$ cat src/rtl/slice_sequencer.sv
// slice_sequencer: emits one SLICE_W-bit slice per handshake from a packed
// word; define SLICE_SEQ_REVERSE_EN to emit the MSB slice first.
module slice_sequencer #(
    parameter int SLICE_W    = 10,
    parameter int NUM_SLICES = 4,
    parameter int IDX_W      = 2,
    parameter int GAP        = 0
) (
    input  logic                          clk,
    input  logic                          rst,
    input  logic [SLICE_W*NUM_SLICES-1:0] in_data,
    input  logic                          in_valid,
    output logic                          in_ready,
    output logic [SLICE_W-1:0]            out_data,
    output logic [IDX_W-1:0]              out_idx,
    output logic                          out_last,
    output logic                          out_valid,
    input  logic                          out_ready,
    output logic                          busy
);
    localparam int IN_W = SLICE_W * NUM_SLICES;
`ifdef SLICE_SEQ_REVERSE_EN
    localparam logic [IDX_W-1:0] FIRST = IDX_W'(NUM_SLICES - 1);
    localparam logic [IDX_W-1:0] LAST  = '0;
`else
    localparam logic [IDX_W-1:0] FIRST = '0;
    localparam logic [IDX_W-1:0] LAST  = IDX_W'(NUM_SLICES - 1);
`endif

    typedef enum logic [1:0] {IDLE, SEND, WAIT} stateT;

    stateT            state;
    logic [IN_W-1:0]  wordReg;
    logic [IN_W-1:0]  selWord;
    logic [IN_W-1:0]  shifted;
    logic [IDX_W-1:0] idx;
    logic [IDX_W-1:0] nextIdx;
    logic [IDX_W-1:0] selIdx;
    logic [7:0]       gapCnt;
    logic [SLICE_W-1:0] sliceNext;

    assign in_ready = state == IDLE;

    // Slice to load next: the first slice of in_data when accepting, else the following slice of the held word
    always_comb begin
`ifdef SLICE_SEQ_REVERSE_EN
        nextIdx = idx - IDX_W'(1);
`else
        nextIdx = idx + IDX_W'(1);
`endif
        selIdx    = in_ready ? FIRST : nextIdx;
        selWord   = in_ready ? in_data : wordReg;
        shifted   = selWord >> (IN_W'(selIdx) * IN_W'(SLICE_W));
        sliceNext = shifted[SLICE_W-1:0];
    end

    // Sequencer FSM with registered outputs; outputs hold while the consumer stalls
    always_ff @(posedge clk or posedge rst) begin
        if (rst) begin
            state     <= IDLE;
            wordReg   <= '0;
            idx       <= '0;
            gapCnt    <= '0;
            out_data  <= '0;
            out_idx   <= '0;
            out_last  <= 1'b0;
            out_valid <= 1'b0;
            busy      <= 1'b0;
        end else begin
            case (state)
                IDLE: begin
                    if (in_valid) begin
                        wordReg   <= in_data;
                        idx       <= FIRST;
                        out_data  <= sliceNext;
                        out_idx   <= FIRST;
                        out_last  <= FIRST == LAST;
                        out_valid <= 1'b1;
                        busy      <= 1'b1;
                        state     <= SEND;
                    end
                end
                SEND: begin
                    if (out_ready) begin
                        if (idx == LAST) begin
                            out_valid <= 1'b0;
                            out_last  <= 1'b0;
                            busy      <= 1'b0;
                            state     <= IDLE;
                        end else if (GAP == 0) begin
                            idx      <= nextIdx;
                            out_data <= sliceNext;
                            out_idx  <= nextIdx;
                            out_last <= nextIdx == LAST;
                        end else begin
                            out_valid <= 1'b0;
                            out_last  <= 1'b0;
                            gapCnt    <= 8'(GAP);
                            state     <= WAIT;
                        end
                    end
                end
                WAIT: begin
                    gapCnt <= gapCnt - 8'd1;
                    if (gapCnt == 8'd1) begin
                        idx       <= nextIdx;
                        out_data  <= sliceNext;
                        out_idx   <= nextIdx;
                        out_last  <= nextIdx == LAST;
                        out_valid <= 1'b1;
                        state     <= SEND;
                    end
                end
                default: state <= IDLE;
            endcase
        end
    end
endmodule

$ cat config.mk
export PLATFORM = sky130hd
export DESIGN_NAME = slice_sequencer
export DESIGN_NICKNAME = d
export VERILOG_FILES = /design/src/rtl/slice_sequencer.sv
export SDC_FILE = /design/constraint.sdc
export NUM_CORES = 1
export LEC_CHECK = 0
export CAP_MARGIN = 0
export CORE_MARGIN = 2
export CORE_UTILIZATION = 49
export DETAILED_ROUTE_END_ITERATION = 10
export PLACE_DENSITY = 0.89
export SLEW_MARGIN = 20
export SYNTH_ARGS = -nofsm -noshare
export SYNTH_HDL_FRONTEND = slang
export SYNTH_SLANG_ARGS = --single-unit
$ cat constraint.sdc
create_clock -name clk -period 2.81 [get_ports clk]
set_input_delay 0.562 -clock clk [delete_from_list [all_inputs] [get_ports clk]]
set_output_delay 0.562 -clock clk [all_outputs]
set_load 0.1 [all_outputs]
# Word-level counts from Yosys, hierarchy flattened
# Cells that the tools add are included.
# op_classes
n_mux	28
reduce_logical	9
n_mul	1
add_sub_neg	2
n_shift	1
n_bitwise	0
eq_ne	10
div	0
n_lt_le_gt_ge	0
# ops
operator	n
two-way mux 10 bit	4
two-way mux 40 bit	1
right shift 40 x 6 -> 10 bit	1
case mux 10 bit (3 select lines)	1
two-way mux 2 bit	9
case mux 2 bit (3 select lines)	2
AND reduction 4 bit	3
!= test 2 bit, second input constant	5
AND reduction 5 bit	2
== test 8 x 1 -> 1 bit, second input constant	1
two-way mux 1 bit	8
subtractor 8 x 1 -> 8 bit, second input constant	1
== test 2 bit, second input constant	3
case mux 1 bit (3 select lines)	2
multiplier 2 x 3 -> 5 bit, second input constant	1
nonzero test 3 bit	1
adder 2 x 1 -> 2 bit, second input constant	1
== test 2 x 1 -> 1 bit, second input constant	1
logical NOT 2 bit	1
case mux 1 bit (2 select lines)	1
AND reduction 2 bit	1
nonzero test 2 bit	1
# word_totals
memories	0
reg_bits	65
latch_bits	0
out_inout_bits	16
mem_bits_ro	0
mem_bits_rw	0

# Depth between registers and ports, before layout
# Gate-level depths: netlist of run 1.
# depth
ltp_word	7
mapped_depth	8
depth_no_buf	5

# Worst setup path after synthesis of run 1
# No wires, ideal clock.
# synth_timing
kind	reg-to-reg
start	register idx[0]
end	register out_data[0]
synth_period_minus_slack_ns	2.692
stages_incl_launch_ff	9
n_path_buf	3
setup_ns	0.128
arrival_time_ns	2.564
setup_slack_ns	0.118
path_cell_list	dfrtp_1 -> buf_4 -> buf_2 -> inv_1 -> ha_1 -> and2_1 -> clkbuf_1 -> a221oi_1 -> mux2_1
# synth_between
elab_chain_cells	7
word_cells_on_any_way	12
cone_classes	add/sub: 1; mul: 1; eq/ne: 2; shift: 1; mux: 6; reduce/logical: 1
# synth_lines
element	line	text
from (decl)	36	logic [IDX_W-1:0] idx;
from (signal assigned)	91	idx <= nextIdx;
from (signal assigned)	106	idx <= nextIdx;
adder 2 x 1 -> 2 bit	49	nextIdx = idx + IDX_W'(1);
two-way mux 2 bit	51	selIdx = in_ready ? FIRST : nextIdx;
multiplier 2 x 3 -> 5 bit	53	shifted = selWord >> (IN_W'(selIdx) * IN_W'(SLICE_W));
right shift 40 x 6 -> 10 bit	53	
two-way mux 10 bit	85	if (idx == LAST) begin
two-way mux 10 bit	84	if (out_ready) begin
case mux 10 bit (3 select lines)	70	case (state)
to (signal assigned)	75	out_data <= sliceNext;
to (signal assigned)	92	out_data <= sliceNext;
to (signal assigned)	107	out_data <= sliceNext;
to (decl)	14	output logic [SLICE_W-1:0] out_data,
# Parallel ways exist; a longest one is shown, timed or not. The select of a mux whose other input is x is not followed.
# A chain may end at the register's enable or synchronous reset.

==> results.md, run 1 <==
Routing:
- For this block, the initial DRC count from the detailed router was 73.
- The pre-antenna-repair detailed-routing pass consisted of 4 iterations.
- In the final routed layout, each cell accounts on average for 15.9 um.
- In this run the remaining antenna-violating nets after routing total 0.
- The vias per cell is 5.26.
- The overall via count from detail_route is 1,616.
- Wires add up to 4870 um.
- The count of unresolved DRC violations after routing is 0.

Die:
- The placeable core region is 4820 um^2.
- The row count is 25.
- The number of top-level pins is 60.
- The floorplan step set the die height to 75.1 um.
- The die footprint is 5650 um^2.
- For this configuration, the core starts out at a cell density of 51.5%.
- The horizontal die dimension is 75.1 um.

Worst setup path:
- Of all nets on the critical path, the largest fanout is 23.
- The type of origin of the critical path is a flip-flop.
- The worst setup path is of the reg -> out kind.
- STA classifies the critical path endpoint as an output pin.
- The required time at the worst-slack endpoint is 2.25 ns.
- For the worst setup path, the data arrival time is 1.31 ns.
- Measured in cells, the most critical reg-to-reg path has a length of 4.

Logic synthesis:
- During synthesis, Yosys emitted a total of 0 warnings.
- In this run the mean area of a mapped cell was 13.7 um^2.
- Synthesis instantiated 26 different standard cells from the library.
- The main combinational cell family by area after synthesis is multiplexers.
- The synthesized design contains 54 register bits.
- Sequential elements use 54.5% of the synthesized area.
- Of the total synthesized cell area, the portion taken by full adders, half adders and majority gates is 1.01%.
- The post-synthesis share of cell area spent on and, or, nand and nor gates is 4.44%.
- The synthesized netlist devotes 5.10% of its cell area to compound gates.
- The flip-flop cell with the highest count after synthesis is sky130_fd_sc_hd__dfrtp_1.
- Of the total synthesized cell area, the portion taken by XOR and XNOR cells is 0%.
- After technology mapping, the gate count stands at 181.
- The net count after synthesis is 227.
- The synthesized netlist occupies a cell area of 2480 um^2.
- Multiplexer cells account for 30.7% of the synthesized area.
- The async set-or-reset flop fraction in the synthesized netlist is 100%.
- Counting flops with a built-in enable in the synthesized netlist gives 0.

STA:
- Derived from the worst setup path, the maximum achievable clock frequency is 0.534 GHz.
- The worst max-slew margin expressed relative to the limit is 70.5%.
- The pin slew with the least headroom to its limit is 0.442 ns.
- Clock skew on the completed layout was measured at 0.00490 ns.
- The portion of the clock cycle consumed by the worst path in the final layout is 66.6%.
- Setup repair after global routing left no endpoint under its margin.
- The number of failing hold endpoints at the final stage is 0.
- The setup total negative slack is 0 ns.
- The number of max-slew violations in the final report is 0.
- The final-report setup violation count is 0.
- The final critical path time including I/O delays and setup is 1.87 ns.

CTS:
- The root buffer cell chosen for the clock tree is sky130_fd_sc_hd__clkbuf_8.
- Counting the buffers created by CTS gives 5.
- Clock-pin slew was measured on the worst setup and hold paths at 0.09 ns.
- The number of hold buffers added after CTS was 0.
- Clock tree synthesis found a total of 54 sinks.
- The later pin in the worst-skew pair is clocked with a latency of 0.31 ns.
- The maximum level of the CTS H-tree is 2.
- The number of cells upsized or downsized after cts is 0.
- The number of setup buffers added after CTS is 0.
- The deepest clock path buffer count is 2.
- The CTS tree is done.

Finish:
- Cells with a size suffix above 1 make up 30.4% of the layout.
- The growth of design area from synthesis to finish is 28.7%.
- The utilization after layout is 66.2%.
- For this run, the post-layout net count is 285.
- The repair_antennas step left the layout with diodes totalling 0.
- The finished layout holds 307 standard cells, fillers aside.

Run status:
- The flow ran to the end, and the final reports show no timing, DRC or antenna violations.

Placement:
- The number of buffers inserted by port buffering is 59.
- Detailed placement finished with a half-perimeter wire length of 3510 um.
- Routability-driven placement finished with a final weighted congestion of 0.837.
- In this run, placement finished with an instance count of 299.

GRT:
- The number of global-route vias before repair was 1,686.
- In the global route stage, overall resource usage came out at 18.9%.
- The pin count of the biggest net entering global routing is 24.
- The total overflow left after global routing is 0.
- The initial antenna violation count is 0.
- The first global-routing pass estimated 7910 um of wire.

Run:
- The total of max-cap violations is 0.

Pwr:
- The total power density per cell area is 1330 nW/um^2.
- The leakage power summed over all cells is 0.00142 uW.
- The worst-case IR drop observed on VDD is 0.000751 V.

Worst hold path:
- Along the worst hold path, the cell count comes to 1.
- The worst hold path belongs to the class reg -> reg.
-- worst max-delay path, cell delays in order, from the launching register on --
cell and delay [ns]:
sky130_fd_sc_hd__dfrtp_1 0.38, sky130_fd_sc_hd__buf_4 0.37, sky130_fd_sc_hd__buf_12 0.23
-- logic make-up (layout without fill, tap and decap cells) --
family                   after synthesis  after routing
multiplexers                          70             70
adder cells (fa/ha/maj)                2              2
buffers and inverters                 17             76
AND/OR/NAND/NOR                       21             21
flip-flops                            54             54
AO/OA/AOI/OAI                         17             17
-- cell usage in the layout, fill, tap and decap left out, drive strengths merged --
cell type / synthesis / layout
a21oi: 2 / 2
a221oi: 9 / 9
a22o: 1 / 1
a22oi: 1 / 1
a31oi: 1 / 1
and2: 2 / 2
buf: 12 / 22
bufinv: 0 / 1
clkbuf: 2 / 5
clkdlybuf4s50: 0 / 43
clkinv: 0 / 1
dfrtp: 54 / 54
ha: 2 / 2
inv: 3 / 4
mux2: 49 / 49
mux2i: 21 / 21
nand2: 2 / 2
nand2b: 2 / 2
nand3: 1 / 1
nand3b: 1 / 1
nor2: 11 / 11
nor2b: 1 / 1
nor3b: 1 / 1
o21ai: 3 / 3
-- final timing paths --
kind	startpoint	endpoint	slack, ns
min	out_data[0]	out_data[0]	0.50
max	idx[0]	out_idx[0]	0.94
max reg2reg	out_valid	wordReg[38]	1.02
min in group asynchronous	rst	wordReg[15]	0.53
max in group asynchronous	rst	wordReg[0]	1.71
min reg2reg	out_data[0]	out_data[0]	0.50
-- per-layer routing --
layer  global-route usage, %  routed length (um)  vias up
met5                       0                   0        -
met4                    3.70                  13        0
met3                    5.49                 244        2
met2                    32.4                2520       43
met1                    24.1                2090      808
li1                        -                   -      763
-- flip-flops by register name (all words and copies together), names as in the netlist --
register and flops:
idx 2, out_data 10, out_last 1, out_valid 1, wordReg 40
-- cell usage after synthesis, types with 2 or more instances --
master | n | area share, %
sky130_fd_sc_hd__dfrtp_1 | 54 | 54
sky130_fd_sc_hd__mux2_2 | 40 | 18
sky130_fd_sc_hd__mux2i_1 | 21 | 8.5
sky130_fd_sc_hd__nor2_1 | 11 | 1.7
sky130_fd_sc_hd__a221oi_1 | 9 | 3.2
sky130_fd_sc_hd__mux2_1 | 9 | 4.1
sky130_fd_sc_hd__buf_2 | 6 | 1.2
sky130_fd_sc_hd__buf_4 | 3 | 0.91
sky130_fd_sc_hd__buf_6 | 3 | 1.4
sky130_fd_sc_hd__inv_1 | 3 | 0.45
sky130_fd_sc_hd__o21ai_0 | 3 | 0.61
sky130_fd_sc_hd__a21oi_1 | 2 | 0.40
sky130_fd_sc_hd__clkbuf_1 | 2 | 0.30
sky130_fd_sc_hd__ha_1 | 2 | 1.0
sky130_fd_sc_hd__nand2_1 | 2 | 0.30
-- power breakdown --
part | internal, uW | total [uW] | leakage (uW) | switching (uW)
sequential | 1180 | 1390 | 0.000646 | 210
clock | 267 | 521 | 0.0000585 | 254
combinational | 891 | 2330 | 0.000720 | 1440
-- through the flow --
| step | hold slack (ns) | power (uW) | area (um^2) | worst slack (ns) |
|---|---|---|---|---|
| floorplan | 0.479 | 3230 | 2480 | 0.118 |
| global placement | 0.481 | 3680 | 3080 | 0.659 |
| detailed placement | 0.484 | 3740 | 3080 | 0.626 |
| CTS | 0.508 | 4260 | 3190 | 0.930 |
| global route | 0.528 | 4470 | 3190 | 0.878 |
| finish | 0.503 | 4240 | 3190 | 0.939 |
-- final cells by class --
| type | count | area (um^2) |
|---|---|---|
| repair buffers | 65 | 608 |
| flip-flops and latches | 54 | 1350 |
| clock inverters | 3 | 43.8 |
| inverters | 3 | 11.3 |
| clock buffers | 5 | 68.8 |
| well taps | 67 | 83.8 |
| multi-input cells | 110 | 1020 |
| fillers | 376 | 1630 |
Note: power is estimated with default switching activity, not from simulation.
==> run 2: changes to the inputs <==
--- a/config.mk
+++ b/config.mk
@@ -7,9 +7,9 @@
 export LEC_CHECK = 0
 export CAP_MARGIN = 0
 export CORE_MARGIN = 2
-export CORE_UTILIZATION = 49
+export CORE_UTILIZATION = 44
 export DETAILED_ROUTE_END_ITERATION = 10
-export PLACE_DENSITY = 0.89
+export PLACE_DENSITY = 0.85
 export SLEW_MARGIN = 20
 export SYNTH_ARGS = -nofsm -noshare
 export SYNTH_HDL_FRONTEND = slang
==> constraint.sdc (replaced) <==
create_clock -name clk -period 1.7 [get_ports clk]
set_input_delay 0.34 -clock clk [delete_from_list [all_inputs] [get_ports clk]]
set_output_delay 0.34 -clock clk [all_outputs]
set_load 0.1 [all_outputs]
==> results.md, run 2 (synthesis results as in run 1) <==
STA:
- Setup repair after global routing left no endpoint under its margin.
- The pin slew with the least headroom to its limit is 0.326 ns (-0.116 ns).
- The number of failing hold endpoints at the final stage is 0 (unchanged).
- The final critical path takes up 95.7% of the cycle.
- The number of max-slew violations in the final report is 0 (unchanged).
- Timing would allow up to 0.614 GHz.
- The final critical path time including I/O delays and setup is 1.63 ns.
- The worst max-slew margin expressed relative to the limit is 78.3% (+7.7 points).
- The final-report setup violation count is 0 (unchanged).
- The final setup skew is 0.00787 ns (+0.00297 ns).
- The setup total negative slack is 0 ns (unchanged).

GRT:
- The pin count of the biggest net entering global routing came to 55 (+130%).
- The number of global-route vias before repair is 1,719 (+2.0%).
- The global route total overflow is 0 (unchanged).
- The first-pass GRT wire length came to 8230 um (+4.0%).
- The initial antenna violation count is 0 (unchanged).
- The total track usage is 17.2% (-1.7 points).

Worst setup path:
- The arrival time of the worst setup path is 1.29 ns (-0.02 ns).
- The depth of the most critical reg-to-reg path is 4 (unchanged).
- The required time at the worst-slack endpoint is 1.36 ns (-0.89 ns).
- The worst setup path is of the reg -> out kind.
- The maximum fanout encountered on the critical timing path was 19 (-17%).
- The type of origin of the critical path is a flip-flop.
- STA classifies the critical path endpoint as an output pin.

Finish:
- Compared with the post-synthesis result, the final layout area differs by 42.7%.
- The count of antenna diodes in the layout is 0 (unchanged).
- The area taken by multi-input logic gates came to 1130 um^2 (+10%).
- The share of cells above drive strength 1 is 41.8% (+11 points).
- The largest registers in the layout are wordReg: 40 flops, out_data: 10 flops, idx: 2 flops.
- The final standard cell area without fillers was 3540 um^2 (+11%).
- The number of flip-flops under the largest register name came to 40 (unchanged).
- The number of nets in the layout is 291 (+2.1%).
- The total of fill cells in the finished design is 427 (+14%).
- The sequential cell area in the final layout is 1360 um^2 (+0.28%).
- In the layout the commonest cells are sky130_fd_sc_hd__dfrtp_1 (51), sky130_fd_sc_hd__clkdlybuf4s50_1 (43), sky130_fd_sc_hd__mux2_2 (40), sky130_fd_sc_hd__mux2i_1 (21), sky130_fd_sc_hd__buf_12 (18).
- The register with the most flip-flops in the final layout is wordReg.
- The library cell used most frequently in the layout, excluding fill and tap cells, is sky130_fd_sc_hd__dfrtp_1.
- The utilization after layout is 64.7% (-1.6 points).

Placement:
- The final weighted congestion in routability-driven placement came to 0.804 (-4.0%).
- The cell area after placement is 3460 um^2 (+12%).
- The post-DP HPWL was 3670 um (+4.6%).
- The number of buffers inserted by port buffering is 59 (unchanged).

Routing:
- The average detailed-routed wire length per instance is 15.8 um (-0.53%).
- The overall via count from detail_route is 1,630 (+0.87%).
- The routed wire length came to 4990 um (+2.4%).
- The count of unresolved DRC violations after routing is 0 (unchanged).
- The residual antenna-violating net count after detailed routing came to 0 (unchanged).
- The number of iterations in the first detailed-routing pass is 4 (unchanged).
- The count of routing violations after the opening detailed-route iteration is 86 (+18%).
- The vias per cell is 5.16 (-2.0%).

Die:
- The placeable core region is 5470 um^2 (+14%).
- The number of top-level pins is 60 (unchanged).
- The effective utilization at floorplan came to 45.3% (-6.2 points).
- The die footprint is 6250 um^2 (+11%).
- The row count is 27 (+8.0%).
- The height of the die is 79.1 um (+5.2%).
- The horizontal die dimension was 79.1 um (+5.2%).

CTS:
- The deepest clock path buffer count came to 2 (unchanged).
- The clock-pin slew on the worst setup and hold paths is 0.09 ns (about the same).
- The CTS tree is done.
- The number of clock buffers inserted by TritonCTS was 5 (unchanged).
- The buffer cell driving the clock tree root is sky130_fd_sc_hd__clkbuf_8.
- The count of hold buffers inserted by post-cts repair is 0 (unchanged).
- The total number of clock tree sinks came to 54 (unchanged).
- The maximum level of the CTS H-tree came to 2 (unchanged).
- The number of cells upsized or downsized after cts is 0 (unchanged).
- The number of setup buffers added after CTS is 0 (unchanged).
- The insertion delay to the later sink of the worst-skew pair is 0.30 ns (about the same).

Pwr:
- The total power density per cell area came to 2270 nW/um^2 (+71%).
- The leakage power summed over all cells was 0.00155 uW (+9.1%).
- The overall power consumption is 8040 uW (+90%).
- The worst IR drop on VDD is 0.00132 V (+75%).

Run:
- The total of max-cap violations is 0 (unchanged).

Worst hold path:
- The path class of the lowest-slack min-delay path is in -> async.

Run status:
- The flow ran to the end, and the final reports show no timing, DRC or antenna violations.
## run 2: cell count changes in the layout (fill, tap and decap cells not counted), sizes merged
cell	previous run	this run
bufinv	1	0
clkbuf	5	6
buf	22	28
clkinvlp	0	1
clkinv	1	0
inv	4	2
## run 2: worst max-delay path: stages, from the launching register on
cell and delay (ns):
sky130_fd_sc_hd__dfrtp_2 0.42, sky130_fd_sc_hd__buf_4 0.33, sky130_fd_sc_hd__buf_12 0.22
## run 2: through the flow
stage | setup slack (ns) | hold WS (ns) | instances
6_report | 0.0725 | 0.399 | 316
5_1_grt | 0.0137 | 0.427 | 316
4_1_cts | 0.0611 | 0.401 | 316
3_5_place_dp | 0.0615 | 0.494 | 310
3_3_place_gp | 0.0703 | 0.486 | 310
2_1_floorplan | -0.318 | 0.449 | 181
## run 2: path summary, 6_finish.rpt
check / from / endpoint / slack [ns]
worst max-delay path: idx[0] / out_idx[0] / 0.07
worst min-delay path: rst / wordReg[12] / 0.40
max in group asynchronous: rst / idx[0] / 1.06
worst min register to register: wordReg[22] / wordReg[22] / 0.51
worst max register to register: idx[0] / out_data[8] / 0.12
min in group clk: wordReg[22] / wordReg[22] / 0.51
## run 2: area by class of cell
class | instances | area share, %
Timing Repair Buffer | 71 | 24.5
Tap cell | 72 | 2.55
Inverter | 3 | 0.495
Multi-Input combinational cell | 110 | 31.9
Clock buffer | 6 | 2.33
Sequential cell | 54 | 38.3
## run 2: per-layer routing
layer / share of wire, % / GRT usage (%) / up-vias / wire length (um)
met2: 49 / 28.0 / 38 / 2450
met1: 46 / 22.4 / 811 / 2270
met4: 1.5 / 6.55 / 0 / 76
li1: - / - / 774 / -
met5: 0 / 0 / - / 0
met3: 3.8 / 4.09 / 7 / 187
## run 2: power by group
part           internal [uW]  switching [uW]  total, uW
registers               1950             476       2430
logic                   2350            2580       4930
clock network            315             372        687
==> run 3: changes to the inputs <==
--- a/config.mk
+++ b/config.mk
@@ -5,11 +5,13 @@
 export SDC_FILE = /design/constraint.sdc
 export NUM_CORES = 1
 export LEC_CHECK = 0
-export CAP_MARGIN = 0
+export ABC_AREA = 1
+export CAP_MARGIN = 20
 export CORE_MARGIN = 2
-export CORE_UTILIZATION = 44
+export CORE_UTILIZATION = 46
+export CTS_CLUSTER_SIZE = 30
 export DETAILED_ROUTE_END_ITERATION = 10
-export PLACE_DENSITY = 0.85
+export PLACE_DENSITY = 0.87
 export SLEW_MARGIN = 20
 export SYNTH_ARGS = -nofsm -noshare
 export SYNTH_HDL_FRONTEND = slang
==> results.md, run 3 <==
Run status:
- The run finished with clean final reports.

GRT:
- The number of global-route vias before repair is 2,139 (+24%).
- The total track usage is 20.6% (+3.3 points).
- The global route total overflow is 0 (unchanged).
- The initial antenna violation count is 0 (unchanged).
- The first-pass GRT wire length was 10,200 um (+24%).
- The pin count of the biggest net entering global routing was 55 (unchanged).

CTS:
- The count of hold buffers inserted by post-cts repair came to 0 (unchanged).
- The tree is rooted in a sky130_fd_sc_hd__clkbuf_8.
- The insertion delay to the later sink of the worst-skew pair is 0.31 ns (about the same).
- The maximum level of the CTS H-tree is 2 (unchanged).
- TritonCTS built the clock tree.
- The number of setup buffers added after CTS is 0 (unchanged).
- The number of cells upsized or downsized after cts was 0 (unchanged).
- The number of clock buffers inserted by TritonCTS is 5 (unchanged).
- The deepest clock path buffer count was 2 (unchanged).
- The clock-pin slew on the worst setup and hold paths was 0.10 ns (about the same).
- The total number of clock tree sinks came to 54 (unchanged).

Logic synthesis:
- The instance count of the mapped netlist is 254 (+40%).
- The async set-or-reset flop fraction in the synthesized netlist came to 100% (unchanged).
- After synthesis, the cell types taking the most area are sky130_fd_sc_hd__dfrtp_1 (50%), sky130_fd_sc_hd__mux2_4 (21%), sky130_fd_sc_hd__nand2_1 (9.4%).
- The summed instance area of the synthesized netlist is 2730 um^2 (+9.9%).
- The biggest area contributor in the post-synthesis netlist is sky130_fd_sc_hd__dfrtp_1.
- The mean instance size in the synthesized netlist is 10.7 um^2 (-22%).
- The share of synthesized area occupied by flip-flops and latches was 49.6% (-4.9 points).
- The number of distinct library cell variants in the gate-level netlist after synthesis is 18 (-31%).
- The number of flops mapped to enable cells by yosys came to 0 (unchanged).
- The commonest cells after synthesis are sky130_fd_sc_hd__nand2_1 (68), sky130_fd_sc_hd__dfrtp_1 (54), sky130_fd_sc_hd__nand3_1 (42).
- The net count after synthesis came to 300 (+32%).
- The post-synthesis sequential element count is 54 (unchanged).
- The most common cell in the synthesized netlist is sky130_fd_sc_hd__nand2_1.
- The flip-flop cell with the highest count after synthesis is sky130_fd_sc_hd__dfrtp_1.
- The area fraction of the dominant cell type after synthesis is 49.6% (-4.9 points).
- The warning count from the yosys run is 0 (unchanged).

Pwr:
- The net switching power figure is 3900 uW (+14%).
- The power share of the sequential group is 30.0% (-0.2 points).
- The combinational share of power is 61.3% (about the same).
- The leakage power summed over all cells is 0.00182 uW (+17%).
- The proportion of total power due to net switching came to 46.3% (+3.7 points).
- The part of the total power dissipated in the clock network is 8.7% (+0.2 points).
- The internal power is 4520 uW (-2.1%).
- The worst IR drop on VDD came to 0.00139 V (+5.5%).
- The total power density per cell area is 2280 nW/um^2 (+0.27%).

Routing:
- The met3 wire length is 329 um (+76%).
- The highest metal layer carrying signal wires in the routed design is met4.
- The overall via count from detail_route is 2,054 (+26%).
- The residual antenna-violating net count after detailed routing is 0 (unchanged).
- The average detailed-routed wire length per instance is 15.8 um (+0.17%).
- The count of routing violations after the opening detailed-route iteration is 217 (+150%).
- The count of unresolved DRC violations after routing is 0 (unchanged).
- The number of iterations in the first detailed-routing pass was 4 (unchanged).
- The met1 routed wirelength after detailed routing is 2660 um (+17%).
- The detailed-routed wire length on met2 was 3060 um (+25%).
- The vias per cell was 5.27 (+2.1%).
- The routed wire length is 6160 um (+24%).

Die:
- The horizontal die dimension is 81.0 um (+2.4%).
- The height of the die is 81.0 um (+2.4%).
- The number of top-level pins came to 60 (unchanged).
- The placeable core region is 5820 um^2 (+6.3%).
- The effective utilization at floorplan is 46.9% (+1.5 points).
- The row count was 28 (+3.7%).
- The die footprint came to 6560 um^2 (+4.9%).

STA:
- Setup repair after global routing left no endpoint under its margin.
- The setup total negative slack came to 0 ns (unchanged).
- The slack of the critical path was 0.0842 ns (+0.0117 ns).
- The portion of the clock cycle consumed by the worst path in the final layout is 95.0% (-0.69 points).
- The fmax was 0.619 GHz (+0.72%).
- The worst max-slew margin expressed relative to the limit is 79.4% (+1.1 points).
- The final critical path time including I/O delays and setup came to 1.62 ns (-0.0117 ns).
- The pin slew with the least headroom to its limit is 0.309 ns (-0.0170 ns).
- The final setup skew was 0.0122 ns (+0.00434 ns).
- The final-report setup violation count is 0 (unchanged).
- The number of max-slew violations in the final report was 0 (unchanged).
- The number of failing hold endpoints at the final stage is 0 (unchanged).

Finish:
- The share of cells above drive strength 1 is 27.0% (-15 points).
- The number of flip-flops under the largest register name is 40 (unchanged).
- The commonest non-fill, non-tap cell in the layout is sky130_fd_sc_hd__nand2_1.
- The count of antenna diodes in the layout came to 0 (unchanged).
- The utilization after layout is 63.5% (-1.2 points).
- The number of nets in the layout came to 360 (+24%).
- The total of fill cells in the finished design came to 465 (+8.9%).
- In the final layout, the registers with the most flip-flops are wordReg: 40 flops, out_data: 10 flops, idx: 2 flops.
- The library cells used most frequently in the layout, excluding fill and tap cells, are sky130_fd_sc_hd__nand2_1 (68), sky130_fd_sc_hd__dfrtp_1 (51), sky130_fd_sc_hd__clkdlybuf4s50_1 (43), sky130_fd_sc_hd__nand3_1 (42), sky130_fd_sc_hd__mux2_4 (38).
- The final standard cell area without fillers is 3690 um^2 (+4.3%).
- The register with the most flip-flops is wordReg.
- The area growth from synthesis to layout is 35.5%.
- The count of non-filler cells in the finished layout is 390 (+23%).

Worst hold path:
- The path class of the lowest-slack min-delay path is in -> async.

Worst setup path:
- STA classifies the critical path endpoint as an output pin.
- The kind of critical path is reg -> out.
- The maximum fanout encountered on the critical timing path was 16 (-3).
- The required time at the worst-slack endpoint came to 1.36 ns (about the same).
- The type of origin of the critical path is a flip-flop.
- The arrival time of the worst setup path is 1.28 ns (about the same).

Placement:
- The total instance count after detailed placement is 382 (+23%).
- The setup slack after placement came to 0.0631 ns (+0.00157 ns).
- The final weighted congestion in routability-driven placement is 0.814 (+1.2%).
- The post-DP HPWL is 4420 um (+21%).
- The cell area after placement is 3600 um^2 (+4.2%).
- The number of buffers inserted by port buffering was 59 (unchanged).

Run:
- The total of max-cap violations is 0 (unchanged).
-- run 3: cells by family (layout without fill, tap and decap cells) --
group	count (synthesis)	in the layout	synth area share [%]
compound gates	2	2	0.367
mux	40	40	21.8
fa+ha+maj	2	2	0.918
buf+inv	32	93	6.66
simple gates	124	124	20.7
flops	54	54	49.6
-- run 3: worst paths after layout --
kind | start | to | slack [ns] | cells after the start
setup / recovery | idx[0] | out_idx[0] | 0.08 | 2
max in group asynchronous | rst | idx[0] | 1.01 | 3
hold / removal | rst | wordReg[30] | 0.42 | 3
setup reg to reg | idx[0] | idx[1] | 0.14 | 6
hold reg to reg | wordReg[26] | wordReg[26] | 0.52 | 1
min in group clk | wordReg[26] | wordReg[26] | 0.52 | 1
-- run 3: per-layer routing --
layer / GRT usage (%) / vias to the layer above
li1: - / 970
met1: 26.3 / 997
met2: 34.7 / 76
met3: 3.67 / 11
met4: 7.97 / 0
met5: 0 / -
-- run 3: critical path, cell delays in order, from the launching register on --
cell and delay [ns]:
sky130_fd_sc_hd__dfrtp_4 0.55, sky130_fd_sc_hd__buf_4 0.22, sky130_fd_sc_hd__buf_12 0.18
-- run 3: cell type report --
class	instances	area [um^2]	share of cell area, %
flip-flops and latches	54	1360	36.8
multi-input cells	168	1200	32.6
repair buffers	70	883	23.9
well taps	75	93.8	2.54
clock buffers	5	68.8	1.86
inverters	15	62.6	1.69
clock inverters	3	21.3	0.576
-- run 3: power by group through the flow --
stage | Clock [uW] | Sequential, uW | Combinational (uW)
after global placement | 0 | 2490 | 5040
after global routing | 785 | 2580 | 5500
after detailed placement | 0 | 2520 | 5150
after CTS | 738 | 2510 | 5170
after floorplan | 0 | 3420 | 2660
final | 733 | 2520 | 5160
-- run 3: metrics by stage --
step | hold WS, ns | total power [uW]
2_1_floorplan | 0.408 | 6080
3_3_place_gp | 0.493 | 7520
3_5_place_dp | 0.494 | 7670
4_1_cts | 0.439 | 8410
5_1_grt | 0.467 | 8860
6_report | 0.418 | 8410
